--- src/rtl/rv6_redir_pkg.sv ---
// Shared types for the front-end redirect controller: source encoding, FSM states,
// reset PC and the per-source flush mask.
package rv6_redir_pkg;

   localparam logic [63:0] RST_PC_DEFAULT = 64'h0000_0000_8000_0000;

   // Numerically lower non-NONE code means higher priority.
   typedef enum logic [2:0] {
      SRC_NONE = 3'd0,
      SRC_TRAP = 3'd1,
      SRC_JALR = 3'd2,
      SRC_BR   = 3'd3,
      SRC_JAL  = 3'd4,
      SRC_PR   = 3'd5
   } redir_src_e;

   typedef enum logic {
      ST_IDLE = 1'b0,
      ST_PEND = 1'b1
   } redir_state_e;

   // Returns {flush_ex, flush_id, flush_if} for a redirect from src.
   function automatic logic [2:0] flush_mask(input redir_src_e src);
      logic [2:0] m;
      m = 3'b000;
      case (src)
         SRC_TRAP:        m = 3'b111;
         SRC_JALR, SRC_BR: m = 3'b011;
         SRC_JAL:         m = 3'b001;
         default:         m = 3'b000;
      endcase
      return m;
   endfunction

   function automatic logic outranks_eq(input redir_src_e a, input redir_src_e b);
      return (a != SRC_NONE) && ((b == SRC_NONE) || (a <= b));
   endfunction

endpackage

--- src/rtl/redir_prio_enc.sv ---
// Fixed-priority pick among the five redirect requests. JAL and PR come from
// stages the hazard unit can stall, so they are masked while pipe_stall is high.
module redir_prio_enc
   import rv6_redir_pkg::*;
#(
   parameter int XLEN = 64
) (
   input  logic            trap_req,
   input  logic [XLEN-1:0] trap_addr,
   input  logic            jalr_req,
   input  logic [XLEN-1:0] jalr_addr,
   input  logic            br_miss,
   input  logic [XLEN-1:0] br_addr,
   input  logic            jal_req,
   input  logic [XLEN-1:0] jal_addr,
   input  logic            pr_req,
   input  logic [XLEN-1:0] pr_addr,
   input  logic            pipe_stall,
   output logic [4:0]      win_oh,
   output redir_src_e      win_src,
   output logic [XLEN-1:0] win_addr
);

   always_comb begin
      win_oh   = 5'b00000;
      win_src  = SRC_NONE;
      win_addr = '0;
      if (trap_req) begin
         win_oh   = 5'b00001;
         win_src  = SRC_TRAP;
         win_addr = trap_addr;
      end else if (jalr_req) begin
         win_oh   = 5'b00010;
         win_src  = SRC_JALR;
         win_addr = jalr_addr;
      end else if (br_miss) begin
         win_oh   = 5'b00100;
         win_src  = SRC_BR;
         win_addr = br_addr;
      end else if (jal_req && !pipe_stall) begin
         win_oh   = 5'b01000;
         win_src  = SRC_JAL;
         win_addr = jal_addr;
      end else if (pr_req && !pipe_stall) begin
         win_oh   = 5'b10000;
         win_src  = SRC_PR;
         win_addr = pr_addr;
      end
   end

endmodule

--- src/rtl/redirect_ctrl.sv ---
// Front-end redirect controller: picks the winning redirect, issues it to the PC
// register when fetch is ready, otherwise parks it in a one-entry pending register.
module redirect_ctrl
   import rv6_redir_pkg::*;
#(
   parameter int              XLEN   = 64,
   parameter logic [XLEN-1:0] RST_PC = XLEN'(RST_PC_DEFAULT)
) (
   input  logic            clk,
   input  logic            rst_n,
   input  logic            trap_req,
   input  logic [XLEN-1:0] trap_addr,
   input  logic            jalr_req,
   input  logic [XLEN-1:0] jalr_addr,
   input  logic            br_miss,
   input  logic [XLEN-1:0] br_addr,
   input  logic            jal_req,
   input  logic [XLEN-1:0] jal_addr,
   input  logic            pr_req,
   input  logic [XLEN-1:0] pr_addr,
   input  logic            pipe_stall,
   input  logic            fetch_rdy,
   output logic            redir_valid,
   output logic [XLEN-1:0] redir_addr,
   output logic [2:0]      redir_src,
   output logic            flush_if,
   output logic            flush_id,
   output logic            flush_ex,
   output logic            fetch_hold,
   output logic [31:0]     redir_cnt,
   output logic            dbg_state
);

   // Handshake: a redirect transfers in any cycle where redir_valid is high; the
   // controller only raises redir_valid when fetch_rdy is high in that same cycle.

   redir_state_e    state_q, state_d;
   redir_src_e      pend_src_q, pend_src_d;
   logic [XLEN-1:0] pend_addr_q, pend_addr_d;
   logic [31:0]     cnt_q, cnt_d;

   logic [4:0]      win_oh;
   redir_src_e      win_src;
   logic [XLEN-1:0] win_addr;
   logic            win_vld;
   logic            take_win;
   logic            issue;
   redir_src_e      issue_src;
   logic [XLEN-1:0] issue_addr;
   logic [2:0]      flush_vec;

   redir_prio_enc #(.XLEN(XLEN)) u_prio (
      .trap_req   (trap_req),
      .trap_addr  (trap_addr),
      .jalr_req   (jalr_req),
      .jalr_addr  (jalr_addr),
      .br_miss    (br_miss),
      .br_addr    (br_addr),
      .jal_req    (jal_req),
      .jal_addr   (jal_addr),
      .pr_req     (pr_req),
      .pr_addr    (pr_addr),
      .pipe_stall (pipe_stall),
      .win_oh     (win_oh),
      .win_src    (win_src),
      .win_addr   (win_addr)
   );

   // Requests are ignored while reset is held so every output stays quiet.
   assign win_vld = rst_n && (win_oh != 5'b00000);

   always_comb begin
      state_d     = state_q;
      pend_src_d  = pend_src_q;
      pend_addr_d = pend_addr_q;
      take_win    = 1'b0;
      issue       = 1'b0;
      issue_src   = SRC_NONE;
      issue_addr  = pend_addr_q;
      fetch_hold  = 1'b0;
      case (state_q)
         ST_IDLE: begin
            if (win_vld) begin
               take_win = 1'b1;
               if (fetch_rdy) begin
                  issue      = 1'b1;
                  issue_src  = win_src;
                  issue_addr = win_addr;
               end else begin
                  state_d     = ST_PEND;
                  pend_src_d  = win_src;
                  pend_addr_d = win_addr;
               end
            end
         end
         ST_PEND: begin
            fetch_hold = 1'b1;
            take_win   = win_vld && outranks_eq(win_src, pend_src_q);
            if (fetch_rdy) begin
               issue       = 1'b1;
               issue_src   = take_win ? win_src : pend_src_q;
               issue_addr  = take_win ? win_addr : pend_addr_q;
               state_d     = ST_IDLE;
               pend_src_d  = SRC_NONE;
               pend_addr_d = RST_PC;
            end else if (take_win) begin
               pend_src_d  = win_src;
               pend_addr_d = win_addr;
            end
         end
         default: begin
            state_d = ST_IDLE;
         end
      endcase
   end

   // Flushes follow acceptance, so a drain of an already-latched entry flushes nothing.
   assign flush_vec   = take_win ? flush_mask(win_src) : 3'b000;
   assign flush_if    = flush_vec[0];
   assign flush_id    = flush_vec[1];
   assign flush_ex    = flush_vec[2];
   assign redir_valid = issue;
   assign redir_src   = issue ? issue_src : SRC_NONE;
   assign redir_addr  = issue ? issue_addr : pend_addr_q;
   assign redir_cnt   = cnt_q;
   assign dbg_state   = state_q;
   assign cnt_d       = cnt_q + {31'd0, issue};

   always_ff @(posedge clk or negedge rst_n) begin
      if (!rst_n) begin
         state_q     <= ST_IDLE;
         pend_src_q  <= SRC_NONE;
         pend_addr_q <= RST_PC;
         cnt_q       <= 32'd0;
      end else begin
         state_q     <= state_d;
         pend_src_q  <= pend_src_d;
         pend_addr_q <= pend_addr_d;
         cnt_q       <= cnt_d;
      end
   end

endmodule

--- config.mk ---
export PLATFORM = sky130hd
export DESIGN_NAME = redirect_ctrl
export DESIGN_NICKNAME = d
export VERILOG_FILES = /design/src/rtl/rv6_redir_pkg.sv /design/src/rtl/redir_prio_enc.sv /design/src/rtl/redirect_ctrl.sv
export SDC_FILE = /design/constraint.sdc
export NUM_CORES = 1
export LEC_CHECK = 0
export CORE_AREA = 2 2 170 172
export CTS_BUF_LIST = sky130_fd_sc_hd__clkbuf_16
export DETAILED_ROUTE_END_ITERATION = 10
export DIE_AREA = 0 0 172 174
export DONT_BUFFER_PORTS = 1
export GPL_ROUTABILITY_DRIVEN = 0
export PLACE_DENSITY = 0.36
export SKIP_LAST_GASP = 1
export SYNTH_ARGS = -nofsm -noshare
export SYNTH_HDL_FRONTEND = slang
export SYNTH_SLANG_ARGS = --single-unit
--- constraint.sdc ---
create_clock -name clk -period 2.47 [get_ports clk]
set_input_delay 0.247 -clock clk [delete_from_list [all_inputs] [get_ports clk]]
set_output_delay 0.247 -clock clk [all_outputs]
set_load 0.03 [all_outputs]
Word-level counts from Yosys, hierarchy flattened
Cells that the tools add are included.
Word-level totals
  bits in registers: 100
  bits of input ports: 329
  output and inout bits: 105
Operators by class
  $add $sub $neg: 1
  magnitude comparators: 1
  equality and inequality tests: 6
  mux-type cells: 46
  bitwise logic cells: 1
  reduce and logical (&&, ||, !) cells: 12
Operators by type and width (count)
  $mux W64: 13
  $pmux W64 S2: 2
  $mux W3: 14
  $add A32 B1 Y32: 1
  $mux W5: 5
  $pmux W3 S2: 2
  $pmux W3 S3: 1
  $eq A3 B2 Y1 const B: 2
  $mux W1: 6
  $pmux W1 S2: 3
  $logic_and A1 B1 Y1: 5
  $reduce_bool A5 Y1: 1
  $ne A2 B2 Y1 const B: 2
  $eq A3 B1 Y1 const B: 1
  $eq A3 B3 Y1 const B: 1
  $le A3 B3 Y1: 1
  $logic_not A3 Y1: 1
  $reduce_bool A3 Y1: 1
  $reduce_and A2 Y1: 1
  $reduce_or A2 Y1: 1
  $logic_not A1 Y1: 1
  $logic_or A1 B1 Y1: 1
  $not A1 Y1: 1

Longest topological paths before layout
Gate-level depths: netlist (run 1).
  depth in word-level cells: 15
  gate-level depth with buffers: 13
  mapped depth without buffers: 10

By module
Synthesis (run 1) repeated with hierarchy kept, for this count alone.
Second synthesis, totals
  cell total of the unflattened synthesis: 1020
  area, all modules: 8669.6 um^2
Modules (own cells, without submodules)
  redirect_ctrl: times used 1, cells each 618, area an instance 6143.4 um^2, sequential area each 2503.7 um^2
  redir_prio_enc: times used 1, cells each 402, area an instance 2526.2 um^2, sequential area each 0.0 um^2

Least setup slack after synthesis (run 1)
Ideal clock, no wire load.
  path type: in2out
  start: input jalr_req
  end: output redir_src[1]
  arrival: 2.771 ns
  required time: 2.223 ns
  path slack: -0.548 ns
  stages: 11
  buffers on the path: 4
  cell sequence: or2_1 > buf_2 > buf_2 > nor3_1 > ha_1 > a21oi_1 > o21a_1 > o211ai_2 > buf_2 > buf_6 > o32ai_1
On the way
  longest elaborated chain between the ends: 10
RTL lines
  start, declared: RTL line redirect_ctrl.sv:13  | input logic jalr_req,
  $mux W3: RTL line redir_prio_enc.sv:32  | end else if (jalr_req) begin
  $mux W3: RTL line redir_prio_enc.sv:28  | if (trap_req) begin
  $le A3 B3 Y1: RTL line rv6_redir_pkg.sv:36  | return (a != SRC_NONE) && ((b == SRC_NONE) || (a <= b));
  $logic_or A1 B1 Y1: RTL line rv6_redir_pkg.sv:36
  $logic_and A1 B1 Y1: RTL line rv6_redir_pkg.sv:36
  $logic_and A1 B1 Y1: RTL line redirect_ctrl.sv:98  | take_win = win_vld && outranks_eq(win_src, pend_src_q);
  $mux W3
  $mux W3: RTL line redirect_ctrl.sv:99  | if (fetch_rdy) begin
  $pmux W3 S2: RTL line redirect_ctrl.sv:81  | case (state_q)
  $mux W3 *: RTL line redirect_ctrl.sv:123  | assign redir_src = issue ? issue_src : SRC_NONE;
  end, declared: RTL line redirect_ctrl.sv:25  | output logic [2:0] redir_src,
Every way passes the cells marked *; elsewhere a longest branch is shown, timed or not.

Final worst setup path (run 1)
  start: register pend_src_q[1]
  end: output redir_addr[29]
On the way
  longest elaborated chain between the ends: 8
RTL lines
  start, declared: RTL line redirect_ctrl.sv:38  | redir_src_e pend_src_q, pend_src_d;
  start signal, assigned: RTL line redirect_ctrl.sv:137  | pend_src_q <= pend_src_d;
  $le A3 B3 Y1 / $logic_not A3 Y1 (equally long branches): RTL line rv6_redir_pkg.sv:36
  $logic_or A1 B1 Y1 *: RTL line rv6_redir_pkg.sv:36
  $logic_and A1 B1 Y1 *: RTL line rv6_redir_pkg.sv:36
  $logic_and A1 B1 Y1 *: RTL line redirect_ctrl.sv:98
  $mux W64 *
  $mux W64 *: RTL line redirect_ctrl.sv:99
  $pmux W64 S2 *: RTL line redirect_ctrl.sv:81
  $mux W64 *: RTL line redirect_ctrl.sv:124  | assign redir_addr = issue ? issue_addr : pend_addr_q;
  end, declared: RTL line redirect_ctrl.sv:24  | output logic [XLEN-1:0] redir_addr,
Marks and branches as above.

==> metrics.txt, run 1 <==
initial core utilization=0.2383; Tcrit/Tclk final=1.037; Min Hold Slack=-430.6 ps; Die Ht=174 µm; Ports=434; violations in the final reports=hold timing, setup timing; final setup skew=15.12 ps; Global Route Usage Sum=0.1679; worst endpoint required time=2220 ps; Slew Limit Fails=0; Max stage delay cell, worst path=sky130_fd_sc_hd__dfrtp_1; TritonCTS Sinks=100; post-detailed-route wirelength per cell=22.78 µm; post-layout minimum cycle time=around 2600 ps; GR Layer Usage met1=0.1965; worst path bufs/invs=6; number of synthesized flops with an enable pin=0; maximum buffer depth of the clock tree=2; number of hold-slack violations in the final timing report=100; area of the placeable core=28240 µm²; worst skew pair latency=360 ps; via count normalized by instance count=5.570; clock transition at the register clock pins on the worst setup and hold paths after CTS=90 ps; Worst setup SP type=flip-flop; CTS tree=done; RSZ-0062 raised after global routing=true; Pwr Density=635.5 nW/µm²; sequential standard cell area=2505 µm²; Multi-input gate area=4830 µm²; grt total ovfl=0; most frequent standard cell in the layout excluding fill and tap cells=sky130_fd_sc_hd__dfrtp_1; register area share after synthesis=0.3720; Post-Place Worst Slack=-174.9 ps; half-perimeter wire length after placement=about 18000 µm; number of H-tree branching levels=3; post-synthesis to final-layout area growth=40.97%; FF-to-FF setup slack=70 ps; pin count of the biggest net entering global routing=137; Avg Cell Area, Syn=about 8.8 µm²; largest stage delay on the critical path=390 ps; tightest slew margin relative to the limit=0.5664; cell mode on critical path=sky130_fd_sc_hd__buf_12; post-detailed-route DRC marker count=0; type of element capturing the critical path=output port; number of detailed-route iterations in the first pass=4; number of placement rows=62; cells after synthesis=768; utilization of the core after routing=0.3360; top library cells by usage in the layout, fill and taps aside=sky130_fd_sc_hd__dfrtp_1, sky130_fd_sc_hd__nor3_1, sky130_fd_sc_hd__o22ai_1, sky130_fd_sc_hd__o2bb2ai_1, sky130_fd_sc_hd__a21oi_1; Cell Chain, Critical Path=inv_2 -> ha_4 -> nand2_1 -> o21a_2 -> o211ai_4 -> buf_12 -> buf_12 -> buf_12 -> buf_16 -> o21ai_4 -> buf_12; overall via count from detail_route=6578; Post-Synthesis Net Count=1102; vias in the first global route=6879; FFs w/ async S/R, synth=1.000; number of warnings printed during yosys synthesis=0; most utilized layer in the global route result=met2; class of the most critical hold timing path=primary input to async pin; routed wire length=roughly 27000 µm; status=finished, violations left; area of the mapped netlist=~6700 µm²; post-synthesis sequential element count=100; horizontal extent of the die=172 µm; M2 GR Usage=0.2984; most instantiated flip-flop cell in the synthesis netlist=sky130_fd_sc_hd__dfrtp_1; total CTS buffers=9; Iter 0 DRT Violations=about 320; CP Max Fanout=6; Net count, final=approximately 1100; CTS Hold Bufs=1; number of antenna diodes=0; global-route wire length before repair=between 30000 and 40000 µm; I/O Buffers=0; count of unique library cells instantiated by Yosys=44; max-cap viol count=0; Root Buffer=sky130_fd_sc_hd__clkbuf_16; final setup slack of the worst path=-90.76 ps; antenna violations before repair=0; maximum operating frequency=390.5 MHz; worst IR drop on VDD=approximately 0.00033 V; Total Die Area=29930 µm²; number of filler instances in the final layout=2919; Worst EP arrival=2310 ps; slew at the pin with the worst max-slew slack=650.4 ps; setup-violating endpoint count in the final report=43; layout cell share with drive strength beyond 1=0.3438; critical path type=flip-flop to output port; cell type group with the largest total delay on the critical path=buffers and inverters; leakage component of the power=roughly 3.6 nW; met3 demand-to-capacity share in global routing=0.03893; Antenna Violating Nets Remaining=0; final total negative setup slack=-2011 ps
repair_timing:
| action | in CTS | in global routing |
|---|---|---|
| gates resized for setup | 93 | 74 |
| buffers inserted | 8 | 2 |
| hold endpoints to repair | 101 | 100 |
| gates cloned | 7 | 3 |
| endpoints found under the setup margin | 70 | 67 |
| pin swaps | 20 | 33 |
synthesized netlist by cell type, types with 2 or more instances:
cell                         n  area [µm²]
sky130_fd_sc_hd__clkbuf_1   28       105.1
sky130_fd_sc_hd__nor4_1      2       12.51
sky130_fd_sc_hd__a221oi_2   28       420.4
sky130_fd_sc_hd__buf_2      34       170.2
sky130_fd_sc_hd__nand4_1     7       43.79
sky130_fd_sc_hd__buf_1       4       15.01
sky130_fd_sc_hd__and3_1      5       31.28
sky130_fd_sc_hd__and2_1      3       18.77
sky130_fd_sc_hd__a21boi_2    2       22.52
sky130_fd_sc_hd__inv_1       9       33.78
sky130_fd_sc_hd__buf_4       6       45.04
sky130_fd_sc_hd__o21a_1      2       15.01
sky130_fd_sc_hd__o2bb2ai_1  64       560.5
sky130_fd_sc_hd__o21ai_0    32       160.2
sky130_fd_sc_hd__a22o_1      2       17.52
sky130_fd_sc_hd__a21oi_2     2       17.52
sky130_fd_sc_hd__o211ai_2    2       25.02
sky130_fd_sc_hd__and4_1      3       26.28
sky130_fd_sc_hd__nor3_1     66       330.3
sky130_fd_sc_hd__nand3_1    11       55.05
sky130_fd_sc_hd__nor2_1     24       90.09
sky130_fd_sc_hd__o22ai_1    65       406.6
sky130_fd_sc_hd__xor2_1      8       70.07
sky130_fd_sc_hd__dfrtp_1    99        2477
sky130_fd_sc_hd__nand2_1    80       300.3
sky130_fd_sc_hd__a21oi_1    63       315.3
sky130_fd_sc_hd__a221oi_1   36       315.3
sky130_fd_sc_hd__ha_1        5       62.56
sky130_fd_sc_hd__buf_6       7       78.83
sky130_fd_sc_hd__o21ai_1    34       170.2
sky130_fd_sc_hd__xnor2_1    22       192.7
flip-flops by register name (all words and copies together), names as in the netlist:
signal       count
redir_cnt       32
pend_addr_q     64
dbg_state        1
pend_src_q       3
worst reg2reg max path: stages, from the launching register on:
cell,delay (ps)
sky130_fd_sc_hd__dfrtp_1,390
sky130_fd_sc_hd__inv_2,70
sky130_fd_sc_hd__ha_4,280
sky130_fd_sc_hd__nand2_1,50
sky130_fd_sc_hd__o21a_2,220
sky130_fd_sc_hd__buf_4,160
sky130_fd_sc_hd__buf_4,140
sky130_fd_sc_hd__o211ai_4,210
sky130_fd_sc_hd__a21boi_4,370
sky130_fd_sc_hd__buf_12,260
sky130_fd_sc_hd__o2bb2ai_1,170
metal layers:
metal  vias up  routed length [µm]
met5         -                   0
met4         0                 653
met3        33                2028
met2       309               13500
met1      3201               10720
li1       3035                   -
report_power, final:
part / total [mW] / switching (mW) / internal (mW)
combinational: 2.45 / 1.47 / 0.977
clock: 1.54 / 0.796 / 0.744
sequential: 2.04 / 0.179 / 1.86
total: 6.03 / 2.45 / 3.58
final timing paths:
kind                                 startpoint               to  cells past startpoint
worst max-delay path              pend_src_q[1]   redir_addr[29]                     11
min in group clk                  trap_addr[55]  pend_addr_q[55]                      2
worst min register to register  pend_addr_q[31]  pend_addr_q[31]                      2
worst min-delay path                      rst_n  pend_addr_q[35]                      0
max in group asynchronous                 rst_n  pend_addr_q[31]                      0
worst max register to register    pend_src_q[1]  pend_addr_q[20]                     10
through the flow:
step | instance area (µm²) | power, mW | cells | hold WS [ps]
4_1_cts | 9079 | 5.957 | 1177 | -444.9
3_5_place_dp | 8078 | 4.089 | 1145 | -41.67
3_3_place_gp | 8078 | 4.060 | 1145 | -41.63
6_report | 9488 | 6.030 | 1181 | -430.6
5_1_grt | 9488 | 6.333 | 1181 | -447.6
2_1_floorplan | 7236 | 3.524 | 768 | -48.59
cell families after synthesis:
logic type,synth area share
and+or+nand+nor,0.1413
DFF,0.3720
adders and majority gates,0.009295
buffers and inverters,0.06785
xor gates and xnor gates,0.03904
AOI/OAI and AO/OA,0.3705
cell type report:
class | count | share of cell area
multi-input combinational | 578 | 0.5090
inverter | 10 | 0.003956
sequential | 100 | 0.2640
clock inverter | 7 | 0.01015
clock buffer | 9 | 0.02374
timing repair buffer | 93 | 0.1385
tap | 384 | 0.05064
Note: power is estimated with default switching activity, not from simulation.
==> run 2, diff against run 1 <==
--- a/config.mk
+++ b/config.mk
@@ -11,8 +11,9 @@
 export DIE_AREA = 0 0 172 174
 export DONT_BUFFER_PORTS = 1
 export GPL_ROUTABILITY_DRIVEN = 0
-export PLACE_DENSITY = 0.36
+export PLACE_DENSITY = 0.35
 export SKIP_LAST_GASP = 1
+export SLEW_MARGIN = 25
 export SYNTH_ARGS = -nofsm -noshare
 export SYNTH_HDL_FRONTEND = slang
 export SYNTH_SLANG_ARGS = --single-unit
==> constraint.sdc (replaced) <==
create_clock -name clk -period 2.6 [get_ports clk]
set_input_delay 0.26 -clock clk [delete_from_list [all_inputs] [get_ports clk]]
set_output_delay 0.26 -clock clk [all_outputs]
set_load 0.03 [all_outputs]
==> metrics.txt, run 2 (synthesis results as in run 1) <==
max-cap viol count=0 (unchanged); final design instance area without fill=8683 µm² (was 9488 µm²); Global Route Usage Sum=0.1640 (was 0.1679); sequential standard cell area=2505 µm² (unchanged); Slew Limit Fails=0 (unchanged); Post-Place Worst Slack=-16.42 ps (was -174.9 ps); overall via count from detail_route=6550 (was 6578); final setup slack of the worst path=39.36 ps (was -90.76 ps); Root Buffer=sky130_fd_sc_hd__clkbuf_16 (unchanged); leakage component of the power=3.375 nW (was 3.642 nW); post-synthesis to final-layout area growth=29.02% (was 40.97%); vias in the first global route=6651 (was 6879); number of placement rows=62 (unchanged); post-detailed-route DRC marker count=0 (unchanged); Worst setup SP type=flip-flop (unchanged); Pwr Density=609.6 nW/µm² (was 635.5 nW/µm²); tightest slew margin relative to the limit=0.5436 (was 0.5664); post-layout minimum cycle time=2561 ps; most frequent standard cell in the layout excluding fill and tap cells=sky130_fd_sc_hd__dfrtp_1 (unchanged); RSZ-0062 raised after global routing=true (unchanged); Tcrit/Tclk final=0.9849; maximum buffer depth of the clock tree=2 (unchanged); final setup skew=9.576 ps (was 15.12 ps); global-route wire length before repair=38290 µm (was 39140 µm); critical path type=flip-flop to output port (unchanged); slew at the pin with the worst max-slew slack=684.7 ps (was 650.4 ps); half-perimeter wire length after placement=18560 µm (was 18390 µm); horizontal extent of the die=172 µm (unchanged); Ports=434 (unchanged); post-detailed-route wirelength per cell=22.20 µm (was 22.78 µm); CP Max Fanout=8 (was 6); class of the most critical hold timing path=primary input to flip-flop (was primary input to async pin); Die Ht=174 µm (unchanged); worst IR drop on VDD=0.0002744 V (was 0.0003321 V); register name with the most flops=pend_addr_q (unchanged); Total Die Area=29930 µm² (unchanged); layout cell share with drive strength beyond 1=0.2610 (was 0.3438); total CTS buffers=9 (unchanged); antenna violations before repair=1 (was 0); CTS tree=done (unchanged); type of element capturing the critical path=output port (unchanged); number of filler instances in the final layout=2965 (was 2919); via count normalized by instance count=5.541 (was 5.570); utilization of the core after routing=0.3075 (was 0.3360); routed wire length=26240 µm (was 26910 µm); top library cells by usage in the layout, fill and taps aside=sky130_fd_sc_hd__dfrtp_1, sky130_fd_sc_hd__nand2_1, sky130_fd_sc_hd__nor3_1 (was sky130_fd_sc_hd__dfrtp_1, sky130_fd_sc_hd__nor3_1, sky130_fd_sc_hd__o22ai_1, sky130_fd_sc_hd__o2bb2ai_1, sky130_fd_sc_hd__a21oi_1); worst endpoint required time=2340 ps (was 2220 ps); status=finished, final reports clean (was finished, violations left); Iter 0 DRT Violations=325 (was 319); number of detailed-route iterations in the first pass=5 (was 4); number of hold-slack violations in the final timing report=0 (was 100); number of H-tree branching levels=3 (unchanged); TritonCTS Sinks=100 (unchanged); clock transition at the register clock pins on the worst setup and hold paths after CTS=80 ps (was 90 ps); Worst EP arrival=2300 ps (was 2310 ps); pin count of the biggest net entering global routing=137 (unchanged); Multi-input gate area=4280 µm² (was 4830 µm²); worst skew pair latency=350 ps (was 360 ps); initial core utilization=0.2383 (unchanged); final total negative setup slack=0 ps (was -2011 ps); DP Area=7923 µm² (was 8078 µm²); I/O Buffers=0 (unchanged); Antenna Violating Nets Remaining=0 (unchanged); setup-violating endpoint count in the final report=0 (was 43); Largest register FFs=64 (unchanged); grt total ovfl=0 (unchanged); area of the placeable core=28240 µm² (unchanged); Net count, final=1126 (unchanged); maximum operating frequency=390.5 MHz
## run 2: changes by cell type in the layout (fill, tap and decap cells not counted), moves of 6 or more
cell and delta:
sky130_fd_sc_hd__nand2_1 +42, sky130_fd_sc_hd__nand2_4 -34, sky130_fd_sc_hd__buf_4 +29, sky130_fd_sc_hd__o21ai_4 -24
sky130_fd_sc_hd__o21ai_1 +17, sky130_fd_sc_hd__buf_12 -14, sky130_fd_sc_hd__buf_6 -13, sky130_fd_sc_hd__nand2_2 -8
sky130_fd_sc_hd__o21ai_2 +6
## run 2: worst max-delay path: stages (launching register included)
cell                        delay (ps)
sky130_fd_sc_hd__dfrtp_1           400
sky130_fd_sc_hd__inv_2              70
sky130_fd_sc_hd__ha_4              210
sky130_fd_sc_hd__a21oi_2           110
sky130_fd_sc_hd__o21a_1            200
sky130_fd_sc_hd__o211ai_4          100
sky130_fd_sc_hd__buf_12            170
sky130_fd_sc_hd__clkbuf_16         160
sky130_fd_sc_hd__buf_16            130
sky130_fd_sc_hd__buf_4             130
sky130_fd_sc_hd__o21ai_4           250
## run 2: power by group
group | switching [mW] | total (mW) | internal [mW]
sequential | 0.171 | 1.94 | 1.77
combinational | 1.24 | 1.97 | 0.731
clock | 0.698 | 1.38 | 0.685
## run 2: final cells by class
| cell class | count | area share |
|---|---|---|
| well taps | 384 | 0.05533 |
| clock inverters | 7 | 0.009078 |
| clock buffers | 9 | 0.02594 |
| multi-input cells | 578 | 0.4929 |
| flip-flops and latches | 100 | 0.2885 |
| repair buffers | 93 | 0.1236 |
| diodes | 1 | 0.0002882 |
| inverters | 10 | 0.004323 |
## run 2: final timing paths
path | startpoint | to | slack [ps] | depth (start not counted)
max | pend_src_q[2] | redir_addr[62] | 40 | 10
min | trap_addr[8] | pend_addr_q[8] | 130 | 2
max reg2reg | pend_src_q[2] | pend_addr_q[5] | 440 | 9
min reg2reg | pend_addr_q[31] | pend_addr_q[31] | 480 | 2
max in group asynchronous | rst_n | dbg_state | 1640 | 2
min in group asynchronous | rst_n | pend_addr_q[36] | 460 | 2
## run 2: metal layers
layer	global-route usage	wire, µm
met1	0.1880	10200
met4	0.04832	544
met3	0.04349	2136
met5	0	0
met2	0.2959	13360
## run 2: through the flow
step | hold WS (ps) | total power, mW | std cells
floorplan | -35.59 | 3.313 | 768
global placement | -28.98 | 3.775 | 1144
detailed placement | -28.45 | 3.793 | 1144
CTS | -427.9 | 5.327 | 1173
global route | 111.7 | 5.641 | 1182
finish | 128.8 | 5.293 | 1182
## run 2: what timing repair did
item / CTS / global route
gates cloned: 2 / 5
endpoints found under the hold margin: 101 / 100
endpoints found under the setup margin: 62 / 49
setup buffers: 10 / 1
hold buffers: 1 / 2
pin swaps: 4 / 3
resized for setup: 16 / 10
==> run 3, diff against run 2 <==
--- a/config.mk
+++ b/config.mk
@@ -6,7 +6,7 @@
 export NUM_CORES = 1
 export LEC_CHECK = 0
 export CORE_AREA = 2 2 170 172
-export CTS_BUF_LIST = sky130_fd_sc_hd__clkbuf_16
+export CTS_BUF_LIST = sky130_fd_sc_hd__clkbuf_2
 export DETAILED_ROUTE_END_ITERATION = 10
 export DIE_AREA = 0 0 172 174
 export DONT_BUFFER_PORTS = 1
==> metrics.txt, run 3 (synthesis results as in run 1) <==
top library cells by usage in the layout, fill and taps aside=sky130_fd_sc_hd__dlygate4sd3_1, sky130_fd_sc_hd__dfrtp_1, sky130_fd_sc_hd__nor3_1 (was sky130_fd_sc_hd__dfrtp_1, sky130_fd_sc_hd__nand2_1, sky130_fd_sc_hd__nor3_1); number of hold-slack violations in the final timing report=100 (was 0); Min Hold Slack=-527.7 ps (was 128.8 ps); Largest register FFs=64 (unchanged); Root Buffer=sky130_fd_sc_hd__clkbuf_2 (was sky130_fd_sc_hd__clkbuf_16); maximum buffer depth of the clock tree=2 (unchanged); area of the placeable core=28240 µm² (unchanged); Net count, final=1270 (was 1126); antenna violations before repair=1 (unchanged); Max stage delay cell, worst path=sky130_fd_sc_hd__dfrtp_1 (unchanged); half-perimeter wire length after placement=18560 µm (unchanged); Worst EP arrival=2620 ps (was 2300 ps); capturing point of the worst reg2reg path=pend_addr_q[3] (was pend_addr_q[5]); setup-violating endpoint count in the final report=70 (was 0); global-route wire length before repair=41560 µm (was 38290 µm); number of detailed-route iterations in the first pass=4 (was 5); critical path type=flip-flop to output port (unchanged); largest stage delay on the critical path=450 ps (was 400 ps); Global Route Usage Sum=0.1784 (was 0.1640); register name with the most flops=pend_addr_q (unchanged); cell type group with the largest total delay on the critical path=buffers and inverters (unchanged); status=finished, violations left (was finished, final reports clean); Pwr Density=497.7 nW/µm² (was 609.6 nW/µm²); initial core utilization=0.2383 (unchanged); Cell Chain, Critical Path=inv_2 -> ha_4 -> nand2_2 -> o21a_4 -> o211ai_4 -> buf_12 -> buf_12 -> clkbuf_16 -> nand2_2 -> o21ai_2 -> buf_6 (was inv_2 -> ha_4 -> a21oi_2 -> o21a_1 -> o211ai_4 -> buf_12 -> clkbuf_16 -> buf_16 -> buf_4 -> o21ai_4); worst path bufs/invs=5 (unchanged); worst IR drop on VDD=0.0002121 V (was 0.0002744 V); layout cell share with drive strength beyond 1=0.3146 (was 0.2610); cell count after placement=1144 (unchanged); final setup slack of the worst path=-279.0 ps (was 39.36 ps); worst skew pair latency=630 ps (was 350 ps); routed wire length=28840 µm (was 26240 µm); Slew Limit Fails=0 (unchanged); post-detailed-route wirelength per cell=21.75 µm (was 22.20 µm); via count normalized by instance count=5.424 (was 5.541); final setup skew=42.31 ps (was 9.576 ps); post-detailed-route DRC marker count=0 (unchanged); post-layout minimum cycle time=2879 ps (was 2561 ps); routed wire length on met2=14720 µm (was 13360 µm); CP Max Fanout=7 (was 8); post-route insts no fill=1326 (was 1182); violations in the final reports=hold timing, setup timing; Ports=434 (unchanged); CTS tree=done (unchanged); slew at the pin with the worst max-slew slack=964.4 ps (was 684.7 ps); sum of met3 wire segment lengths after detailed routing=2195 µm (was 2136 µm); I/O Buffers=0 (unchanged); class of the most critical hold timing path=primary input to async pin (was primary input to flip-flop); max-cap viol count=0 (unchanged); tightest slew margin relative to the limit=0.3571 (was 0.5436); maximum operating frequency=347.3 MHz (was 390.5 MHz); type of element capturing the critical path=output port (unchanged); Tcrit/Tclk final=1.107 (was 0.9849); launch point of the worst reg-to-reg path=pend_src_q[1] (was pend_src_q[2]); overall via count from detail_route=7192 (was 6550); Post-Place Worst Slack=-16.42 ps (unchanged); number of cells on the worst reg-to-reg path=10 (was 9); worst endpoint required time=2340 ps (about the same); TritonCTS Sinks=100 (unchanged); horizontal extent of the die=172 µm (unchanged); FF-to-FF setup slack=310 ps (was 440 ps); clock transition at the register clock pins on the worst setup and hold paths after CTS=330 ps (was 80 ps); total CTS buffers=9 (unchanged); post-synthesis to final-layout area growth=58.08% (was 29.02%); met1 layer wirelength in the final routing=11090 µm (was 10200 µm); number of placement rows=62 (unchanged); Worst setup SP type=flip-flop (unchanged); Iter 0 DRT Violations=380 (was 325); pin count of the biggest net entering global routing=137 (unchanged); Die Ht=174 µm (unchanged); highest routing layer actually used=met4 (unchanged); most frequent standard cell in the layout excluding fill and tap cells=sky130_fd_sc_hd__dlygate4sd3_1 (was sky130_fd_sc_hd__dfrtp_1); Antenna Violating Nets Remaining=0 (unchanged); CTS Hold Bufs=134 (was 1); Total Die Area=29930 µm² (unchanged); RSZ-0062 raised after global routing=true (unchanged); number of H-tree branching levels=3 (unchanged); grt total ovfl=0 (unchanged); leakage component of the power=4.131 nW (was 3.375 nW); vias in the first global route=7519 (was 6651)
run 3: worst reg2reg max path: cells and delay by family, from the launching register on:
family                   cells  cell delay, ps
buffers and inverters        4             640
AND/OR/NAND/NOR              1             100
AO/OA/AOI/OAI                4             790
flip-flops                   1             480
adder cells (fa/ha/maj)      1             210
run 3: report_power, final:
group	switching, mW	internal [mW]	total, mW
clock	0.646	0.165	0.810
combinational	1.40	1.09	2.50
sequential	0.217	1.77	1.99
total	2.27	3.03	5.30
run 3: repair_timing:
item / CTS / global route
gates cloned: 7 / 6
gates resized for setup: 82 / 108
endpoints found under the setup margin: 70 / 70
endpoints found under the hold margin: 168 / 100
pin swaps: 26 / 41
buffers inserted: 19 / 4
run 3: final cells by class:
cell class	instances	area [µm²]
Sequential cell	100	2505
Clock buffer	9	45.04
Fill cell	2841	17600
Timing Repair Buffer	237	2761
Inverter	10	37.54
Multi-Input combinational cell	578	4728
Antenna cell	1	2.502
Clock inverter	7	78.83
Tap cell	384	480.5
run 3: worst max-delay path by stage:
| stage | from | to | slack [ps] | depth (start not counted) |
|---|---|---|---|---|
| after global placement | jal_req | redir_addr[2] | 10 | 6 |
| final | pend_src_q[1] | redir_addr[13] | -280 | 11 |
| after detailed placement | jal_req | redir_addr[2] | -20 | 6 |
| after CTS | pend_src_q[2] | redir_addr[6] | -390 | 11 |
| after floorplan | jalr_req | redir_addr[4] | -80 | 11 |
| after global routing | pend_src_q[1] | redir_addr[5] | -460 | 11 |
run 3: metal layers:
metal / GRT usage / vias to the layer above
met1: 0.2002 / 3509
met3: 0.04554 / 48
met4: 0.06162 / 0
li1: - / 3314
met2: 0.3241 / 321
met5: 0 / -
run 3: per-stage QoR:
step                        util  setup TNS, ps  total power, mW  hold WS (ps)  cell area [µm²]
after floorplan                -          -1332            3.313        -35.59             7141
after global placement    0.2806              0            3.775        -28.98             7923
after detailed placement  0.2806         -45.75            3.793        -28.45             7923
after CTS                 0.3594         -22770            5.204        -555.0            10150
after global routing      0.3768         -26240            5.647        -605.5            10640
final                     0.3768         -14170            5.295        -527.7            10640
